### config.mk
export PLATFORM = sky130hd
export DESIGN_NAME = uart_tx_arbiter
export DESIGN_NICKNAME = d
export VERILOG_FILES = /design/src/rtl/uart_tx_arbiter.sv
export SDC_FILE = /design/constraint.sdc
export NUM_CORES = 1
export LEC_CHECK = 0
export CORE_MARGIN = 2
export CORE_UTILIZATION = 24
export CTS_CLUSTER_SIZE = 30
export DETAILED_ROUTE_END_ITERATION = 6
export MAX_ROUTING_LAYER = met4
export PLACE_DENSITY = 0.55
export SLEW_MARGIN = 25
export SYNTH_ARGS = -nofsm -noshare
export SYNTH_HDL_FRONTEND = slang
export SYNTH_SLANG_ARGS = --single-unit
export TNS_END_PERCENT = 100
### constraint.sdc
create_clock -name sys_clk -period 1.5 [get_ports sys_clk]
set_input_delay 0.225 -clock sys_clk [delete_from_list [all_inputs] [get_ports sys_clk]]
set_output_delay 0.225 -clock sys_clk [all_outputs]
set_load 0.02 [all_outputs]
### src/rtl/uart_tx_arbiter.sv
// -----------------------------------------------------------------------------
// uart_tx_arbiter
//   Shares one uart_tx between NUM_REQ byte producers using round-robin
//   arbitration. When uart_tx is ready, the winning requester's byte is
//   captured, a one-cycle start pulse is issued, and the requester receives a
//   one-cycle ack in the same cycle. The block then waits for tx_ready to fall
//   (bounded by BUSY_TIMEOUT) and to rise again before arbitrating next.
//
// Parameters
//   NUM_REQ       number of requesters (2..8)
//   BUSY_TIMEOUT  max cycles to wait for tx_ready to fall after tx_start (4..255)
//
// Ports
//   sys_clk    in   system clock, rising edge
//   rst        in   synchronous active-high reset
//   req_valid  in   per-requester byte available, held until its ack
//   req_data   in   byte i at [8*i+7:8*i]
//   req_lock   in   (UART_ARB_LOCK_EN only) keep the grant on the last winner
//   req_ack    out  one-cycle pulse, byte of requester i consumed
//   tx_start   out  one-cycle start pulse to uart_tx
//   tx_data    out  byte to uart_tx, held until the next grant
//   tx_ready   in   uart_tx ready/idle level
//   gnt_id     out  index of the current/last granted requester
//   busy       out  high whenever the FSM is not in IDLE
//   tmo_err    out  one-cycle pulse when tx_ready never fell after tx_start
//
// Configuration
//   UART_ARB_LOCK_EN  when defined, adds req_lock: a locked and valid last
//                     winner is granted again, overriding round-robin.
// -----------------------------------------------------------------------------
module uart_tx_arbiter #(
  parameter int NUM_REQ      = 4,
  parameter int BUSY_TIMEOUT = 16
) (
  input  logic                 sys_clk,
  input  logic                 rst,
  input  logic [NUM_REQ-1:0]   req_valid,
  input  logic [8*NUM_REQ-1:0] req_data,
`ifdef UART_ARB_LOCK_EN
  input  logic [NUM_REQ-1:0]   req_lock,
`endif
  output logic [NUM_REQ-1:0]   req_ack,
  output logic                 tx_start,
  output logic [7:0]           tx_data,
  input  logic                 tx_ready,
  output logic [2:0]           gnt_id,
  output logic                 busy,
  output logic                 tmo_err
);

  localparam int IW = (NUM_REQ > 1) ? $clog2(NUM_REQ) : 1;

  typedef enum logic [1:0] {
    IDLE,
    WAIT_BUSY,
    WAIT_DONE
  } state_t;

  state_t               state_q, state_d;
  logic [IW-1:0]        last_q, last_d;
  logic [7:0]           timer_q, timer_d;
  logic [7:0]           tx_data_q, tx_data_d;
  logic                 tx_start_q, tx_start_d;
  logic [NUM_REQ-1:0]   req_ack_q, req_ack_d;
  logic [2:0]           gnt_id_q, gnt_id_d;
  logic                 busy_q, busy_d;
  logic                 tmo_err_q, tmo_err_d;

  logic                 win_found;
  logic [IW-1:0]        win_idx;
  logic [IW-1:0]        cand;
  logic [7:0]           req_bytes [NUM_REQ];

  for (genvar g = 0; g < NUM_REQ; g++) begin : g_bytes
    assign req_bytes[g] = req_data[8*g +: 8];
  end

  // Round-robin search starts just after the last winner, so the last winner
  // is only picked again when nobody else is valid.
  always_comb begin
    win_found = 1'b0;
    win_idx   = last_q;
    cand      = '0;
    for (int k = 1; k <= NUM_REQ; k++) begin
      cand = IW'((int'(last_q) + k) % NUM_REQ);
      if (!win_found && req_valid[cand]) begin
        win_found = 1'b1;
        win_idx   = cand;
      end
    end
`ifdef UART_ARB_LOCK_EN
    // A locked last winner keeps the channel so its packet is not interleaved.
    if (req_lock[last_q] && req_valid[last_q]) begin
      win_found = 1'b1;
      win_idx   = last_q;
    end
`endif
  end

  always_comb begin
    state_d    = state_q;
    last_d     = last_q;
    timer_d    = timer_q;
    tx_data_d  = tx_data_q;
    tx_start_d = 1'b0;
    req_ack_d  = '0;
    gnt_id_d   = gnt_id_q;
    tmo_err_d  = 1'b0;

    unique case (state_q)
      IDLE: begin
        if (tx_ready && win_found) begin
          tx_data_d          = req_bytes[win_idx];
          tx_start_d         = 1'b1;
          req_ack_d[win_idx] = 1'b1;
          gnt_id_d           = 3'(win_idx);
          last_d             = win_idx;
          timer_d            = 8'd0;
          state_d            = WAIT_BUSY;
        end
      end
      WAIT_BUSY: begin
        timer_d = timer_q + 8'd1;
        if (!tx_ready) begin
          state_d = WAIT_DONE;
        end else if (timer_q == 8'(BUSY_TIMEOUT - 1)) begin
          // uart_tx never acknowledged the start; give up on this byte.
          tmo_err_d = 1'b1;
          state_d   = IDLE;
        end
      end
      WAIT_DONE: begin
        if (tx_ready) begin
          state_d = IDLE;
        end
      end
      default: begin
        state_d = IDLE;
      end
    endcase

    busy_d = (state_d != IDLE);
  end

  always_ff @(posedge sys_clk) begin
    if (rst) begin
      state_q    <= IDLE;
      last_q     <= IW'(NUM_REQ - 1);
      timer_q    <= 8'd0;
      tx_data_q  <= 8'h00;
      tx_start_q <= 1'b0;
      req_ack_q  <= '0;
      gnt_id_q   <= 3'd0;
      busy_q     <= 1'b0;
      tmo_err_q  <= 1'b0;
    end else begin
      state_q    <= state_d;
      last_q     <= last_d;
      timer_q    <= timer_d;
      tx_data_q  <= tx_data_d;
      tx_start_q <= tx_start_d;
      req_ack_q  <= req_ack_d;
      gnt_id_q   <= gnt_id_d;
      busy_q     <= busy_d;
      tmo_err_q  <= tmo_err_d;
    end
  end

  assign req_ack  = req_ack_q;
  assign tx_start = tx_start_q;
  assign tx_data  = tx_data_q;
  assign gnt_id   = gnt_id_q;
  assign busy     = busy_q;
  assign tmo_err  = tmo_err_q;

endmodule
==> results_dict.tcl, run 1 <==
set metrics [dict create \
    drc_errors 0 \
    antenna_cells 0 \
    yosys-top-cells-count "dfxtp_1 (29), nor2_1 (17), mux2i_1 (16)" \
    area_growth_pct 66.0 \
    finalSetupTns_ns -0.513 \
    synth_async_sr_flop_share_pct 0 \
    ios 57 \
    cts_root_buf "clkbuf_8" \
    finalSetupViolations 8 \
    reg2reg_depth 7 \
    synth_flop_cell "dfxtp_1" \
    synth_top_area_cell "dfxtp_1" \
    drtAntennaViolNets 0 \
    powerDensity_nw_per_um2 993 \
    power_mw 2.52 \
    syn_inst 158 \
    grt_pass1_wl_um 6710 \
    ys_seq_elements 29 \
    final_util_pct 40.7 \
    hold-path-cell-count 3 \
    synth_area_per_cell_um2 9.68 \
    drive_above_1_share_pct 27.2 \
    core-area_um2 6240 \
    synth_top_area_share_pct 37.9 \
    skew_ns 0.00478 \
    cts.sinks 29 \
    htree_levels 2 \
    io_buffers 55 \
    syn_nets 198 \
    synth_edf_count 0 \
    postRouteWirelength_um 4090 \
    period_minus_slack_ns 1.57 \
    violations "setup timing" \
    vdd_drop_max_mv 0.379 \
    fmaxAchievable_ghz 0.636 \
    vias_per_cell 4.51 \
    cts_buffers 5 \
    seq_area_frac_synth_pct 37.9 \
    drt_iter0_drc 58 \
    cp.required_ns 1.66 \
    cts_max_path_buffers 2 \
    grt_max_degree 14 \
    dp_hpwl_um 2840 \
    yosys-top-cells-area "dfxtp_1 (38%), mux2i_1 (10%), o221ai_2 (7.8%)" \
    synth_area_um2 1530 \
    insertion_delay_ns 0.28 \
    holdPathEnd "state_q[1]" \
    synth.most_common_cell "dfxtp_1" \
    dr.pass1.iters 4 \
    hold_path_class "in -> reg" \
    num_vias 1407 \
    grt_use_total_pct 12.2 \
    report.final.slew_viol_count 0 \
    status "complete, but fails checks" \
    overflow 0 \
    place.gp.congestion 0.708 \
    routedWlPerCell_um 13.1 \
    setup_ws_ns -0.0718 \
    synth.distinct_cells 44 \
    cts_tree "done" \
    critical_path_class "reg -> reg" \
    r2r_setup_slack_ns -0.07 \
    initial_core_util_pct 24.5 \
    die_h_um 83.9 \
    hold_violations 0 \
    timing.rr.start "last_q[0]" \
    min_from "tx_ready" \
    critPathArrivalTime_ns 1.74 \
    min_period_over_period_pct 105 \
    dieArea_um2 7030 \
    path_clk_slew_ns 0.07 \
    grt_pass1_vias 1365 \
    critPathCaptureType "flip-flop" \
    regToRegEndpoint "tx_data[2]" \
    row_count 29 \
    final_nets 274 \
    maxCapViolCount 0 \
    p_leak_nw 1.07 \
    die_x_um 83.9 \
    cp-start-kind "flip-flop" \
    antenna_found_initial 0 \
    rsz0062_at_grt "yes" \
    crit_fanout 6 \
    yosys_warnings 0 \
]
[per-layer routing]
metal,track usage [%],part of all wire [%],vias up
met5,-,0,-
met1,15.5,48,649
met4,3.52,0.98,0
met2,18.7,46,30
li1,-,-,723
met3,3.56,5.0,5
[placed cells by master, fill, tap and decap left out, types with 4 or more instances in the layout]
cell type	n
clkdlybuf4s50_1	44
a21oi_1	10
clkbuf_8	5
nand2b_1	6
inv_1	4
mux2i_2	6
dfxtp_1	23
o221ai_2	8
nand2_1	6
dlygate4sd2_1	5
o21ai_0	4
buf_4	18
dlymetal6s2s_1	6
nor3_1	4
mux2i_1	9
nand3b_1	9
nor2_1	17
dfxtp_2	6
[sequential cells by signal, indices dropped and copies added, names as in the netlist, 2 cells and up]
signal / cells
tx_data: 8
timer_q: 8
req_ack: 4
gnt_id: 2
last_q: 2
state_q: 2
[per-stage QoR]
step | hold WS, ns | worst slack, ns | cells | instance area, um2
2_1_floorplan | 0.303 | 0.00981 | 158 | 1530
3_3_place_gp | 0.473 | -0.490 | 300 | 2270
3_5_place_dp | 0.474 | -0.531 | 300 | 2270
4_1_cts | 0.431 | -0.0696 | 311 | 2460
5_1_grt | 0.436 | -0.179 | 312 | 2540
6_report | 0.421 | -0.0718 | 312 | 2540
[kinds of logic (layout without fill, tap and decap cells)]
logic type	Yosys count	count (layout)	synth area share, %
xor gates and xnor gates	1	1	0.572
and+or+nand+nor	62	62	24.0
AOI/OAI and AO/OA	35	35	20.2
other	1	1	0.245
buffers and inverters	13	90	5.72
adders and majority gates	1	1	0.818
muxes	16	16	10.5
DFF	29	29	37.9
[where the power goes]
| part | internal [mW] | switching [mW] |
|---|---|---|
| Sequential | 0.822 | 0.0304 |
| Clock | 0.660 | 0.322 |
| Combinational | 0.387 | 0.300 |
[worst max-delay path: stages, from the launching register on]
cell,delay [ns]
dfxtp_2,0.34
or2b_1,0.13
o21ai_2,0.07
a221oi_4,0.24
buf_4,0.19
buf_12,0.14
mux2i_4,0.23
o221ai_2,0.12
[area by class of cell]
type,instances,area (um2)
fillers,622,3700
multi-input cells,116,908
repair buffers,78,798
flip-flops and latches,29,588
well taps,77,96.3
clock buffers,5,68.8
clock inverters,3,65.1
inverters,4,15.0
[worst max-delay path by stage]
stage                  from         end  slack, ns  cells past startpoint
2_1_floorplan     last_q[0]  tx_data[0]       0.01                      6
3_3_place_gp   req_valid[3]  tx_data[5]      -0.49                      7
3_5_place_dp   req_valid[3]  tx_data[2]      -0.53                      7
4_1_cts           last_q[0]  tx_data[2]      -0.07                      7
5_1_grt           last_q[0]  tx_data[4]      -0.18                      7
6_report          last_q[0]  tx_data[2]      -0.07                      7
[timing repair]
action                     in CTS  in global routing
hold buffers                    0                  0
resized for setup              10                 19
setup endpoints to repair      23                 21
setup buffers                   2                  0
pin swaps                       1                  0
gates cloned                    1                  1
No activity file was read; power rests on OpenSTA's default activity.
==> inputs of run 2 (changes only) <==
- CORE_UTILIZATION: 24 -> 40
- PLACE_DENSITY: 0.55 -> 0.81
==> results_dict.tcl, run 2 (synthesis results as in run 1) <==
set metrics [dict create \
    status "complete, but fails checks" \
    violations "setup timing" \
    final-seq-area_um2 588 \
    multi_input_area_um2 1010 \
    postRouteWirelength_um 4700 \
    postCtsHoldBufs 0 \
    rsz0062_at_grt "yes" \
    powerDensity_nw_per_um2 888 \
    crit_buf_inv 2 \
    core-area_um2 3660 \
    crit_fanout 10 \
    cts.sinks 29 \
    place.gp.congestion 0.816 \
    dieArea_um2 4340 \
    die_h_um 65.9 \
    cts_tree "done" \
    critPathArrivalTime_ns 1.78 \
    grt_max_degree 22 \
    dp_hpwl_um 2720 \
    overflow 0 \
    p_leak_nw 1.06 \
    finalSetupViolations 10 \
    swShare_pct 30.9 \
    area_growth_pct 67.6 \
    p_int_mw 1.57 \
    dpl-instance-area_um2 2230 \
    num_vias 1485 \
    p_seq_share_pct 37.6 \
    drive_above_1_share_pct 29.7 \
    ios 57 \
    p_sw_mw 0.705 \
    place_inst 270 \
    grt_pass1_wl_um 6360 \
    io_buffers 55 \
    skew_ns 0.00566 \
    design_area_um2 2560 \
    layoutNonFillerInstCount 284 \
    vias_per_cell 5.23 \
    path_clk_slew_ns 0.07 \
    drt_iter0_drc 72 \
    final_nets 275 \
    maxCapViolCount 0 \
    cp.required_ns 1.66 \
    period_minus_slack_ns 1.61 \
    setup_ws_ns -0.114 \
    final_cell_mix "clkdlybuf4s50_1 (44), dfxtp_1 (23), buf_4 (19)" \
    routedWlPerCell_um 16.5 \
    report.final.slew_viol_count 0 \
    antenna_cells 0 \
    min_period_over_period_pct 108 \
    cts_max_path_buffers 2 \
    grt_pass1_vias 1395 \
    final_util_pct 70.1 \
    grt_use_total_pct 20.0 \
    hold_violations 0 \
    dr.pass1.iters 4 \
    p_clk_share_pct 28.5 \
    antenna_found_initial 0 \
    final_common_cell "clkdlybuf4s50_1" \
    drtAntennaViolNets 0 \
    row_count 22 \
    htree_levels 2 \
    hold_path_class "in -> reg" \
    cts_buffers 5 \
    cp_slowest_stage_delay_ns 0.35 \
    p_comb_share_pct 33.9 \
    fmaxAchievable_ghz 0.620 \
    critPathTopFamily "compound AO/OA/AOI/OAI gates" \
    slowest_stage "dfxtp_2" \
    insertion_delay_ns 0.29 \
    die_x_um 65.9 \
    finalSetupTns_ns -0.751 \
    initial_core_util_pct 41.8 \
    fill_cells 256 \
    crit_chain "or2b_1, o21ai_2, a221oi_4, buf_4, buf_16, mux2i_1, o221ai_2" \
    cp-start-kind "flip-flop" \
    critical_path_class "reg -> reg" \
    critPathCaptureType "flip-flop" \
    drc_errors 0 \
    vdd_drop_max_mv 0.620 \
    cts_root_buf "clkbuf_8" \
]
==> run 2: cell types whose count changed in the layout (fill, tap and decap cells not counted), sizes merged <==
| cell | before | now |
|---|---|---|
| bufinv | 2 | 0 |
| dlymetal6s2s | 6 | 7 |
| dlygate4sd2 | 5 | 4 |
| clkinv | 1 | 2 |
| buf | 22 | 23 |
| clkinvlp | 0 | 1 |
==> run 2: timing repair <==
| action | in CTS | in global routing |
|---|---|---|
| endpoints found under the setup margin | 19 | 23 |
| pin swaps | 1 | 8 |
| buffers inserted | 2 | 2 |
| resized for setup | 7 | 37 |
| cloned | 1 | 1 |
==> run 2: metal layers <==
layer	share of wire (%)	vias up	track usage [%]
met1	42	699	22.7
li1	-	728	-
met2	51	44	33.1
met3	3.7	14	5.45
met5	0	-	-
met4	3.0	0	8.33
==> run 2: final timing paths <==
check	from	end	slack [ns]	cells after the start
min reg2reg	timer_q[1]	timer_q[1]	0.48	2
max reg2reg	last_q[0]	tx_data[1]	-0.11	7
max	last_q[0]	tx_data[1]	-0.11	7
min	tx_ready	state_q[1]	0.31	3
==> run 2: area by class of cell <==
class,count,share of cell area [%]
clock inverters,3,0.683
clock buffers,5,2.68
inverters,4,0.585
flip-flops and latches,29,22.9
well taps,48,2.34
multi-input cells,116,39.2
repair buffers,79,31.6
==> run 2: worst min-delay path, stage by stage <==
cell,delay (ns)
dlymetal6s2s_1,0.13
buf_4,0.14
a211oi_1,0.05
==> run 2: power by group through the flow <==
stage | clock [mW] | combinational, mW | sequential (mW)
detailed placement | 0 | 0.594 | 0.868
global placement | 0 | 0.591 | 0.868
CTS | 0.642 | 0.640 | 0.853
global route | 0.686 | 0.814 | 0.863
finish | 0.648 | 0.772 | 0.857
floorplan | 0 | 0.282 | 0.914
==> run 2: stage by stage <==
step | worst slack [ns] | hold slack (ns) | power (mW)
floorplan | 0.00981 | 0.303 | 1.20
global placement | -0.471 | 0.466 | 1.46
detailed placement | -0.490 | 0.479 | 1.46
CTS | -0.0498 | 0.489 | 2.13
global route | -0.181 | 0.338 | 2.36
finish | -0.114 | 0.307 | 2.28
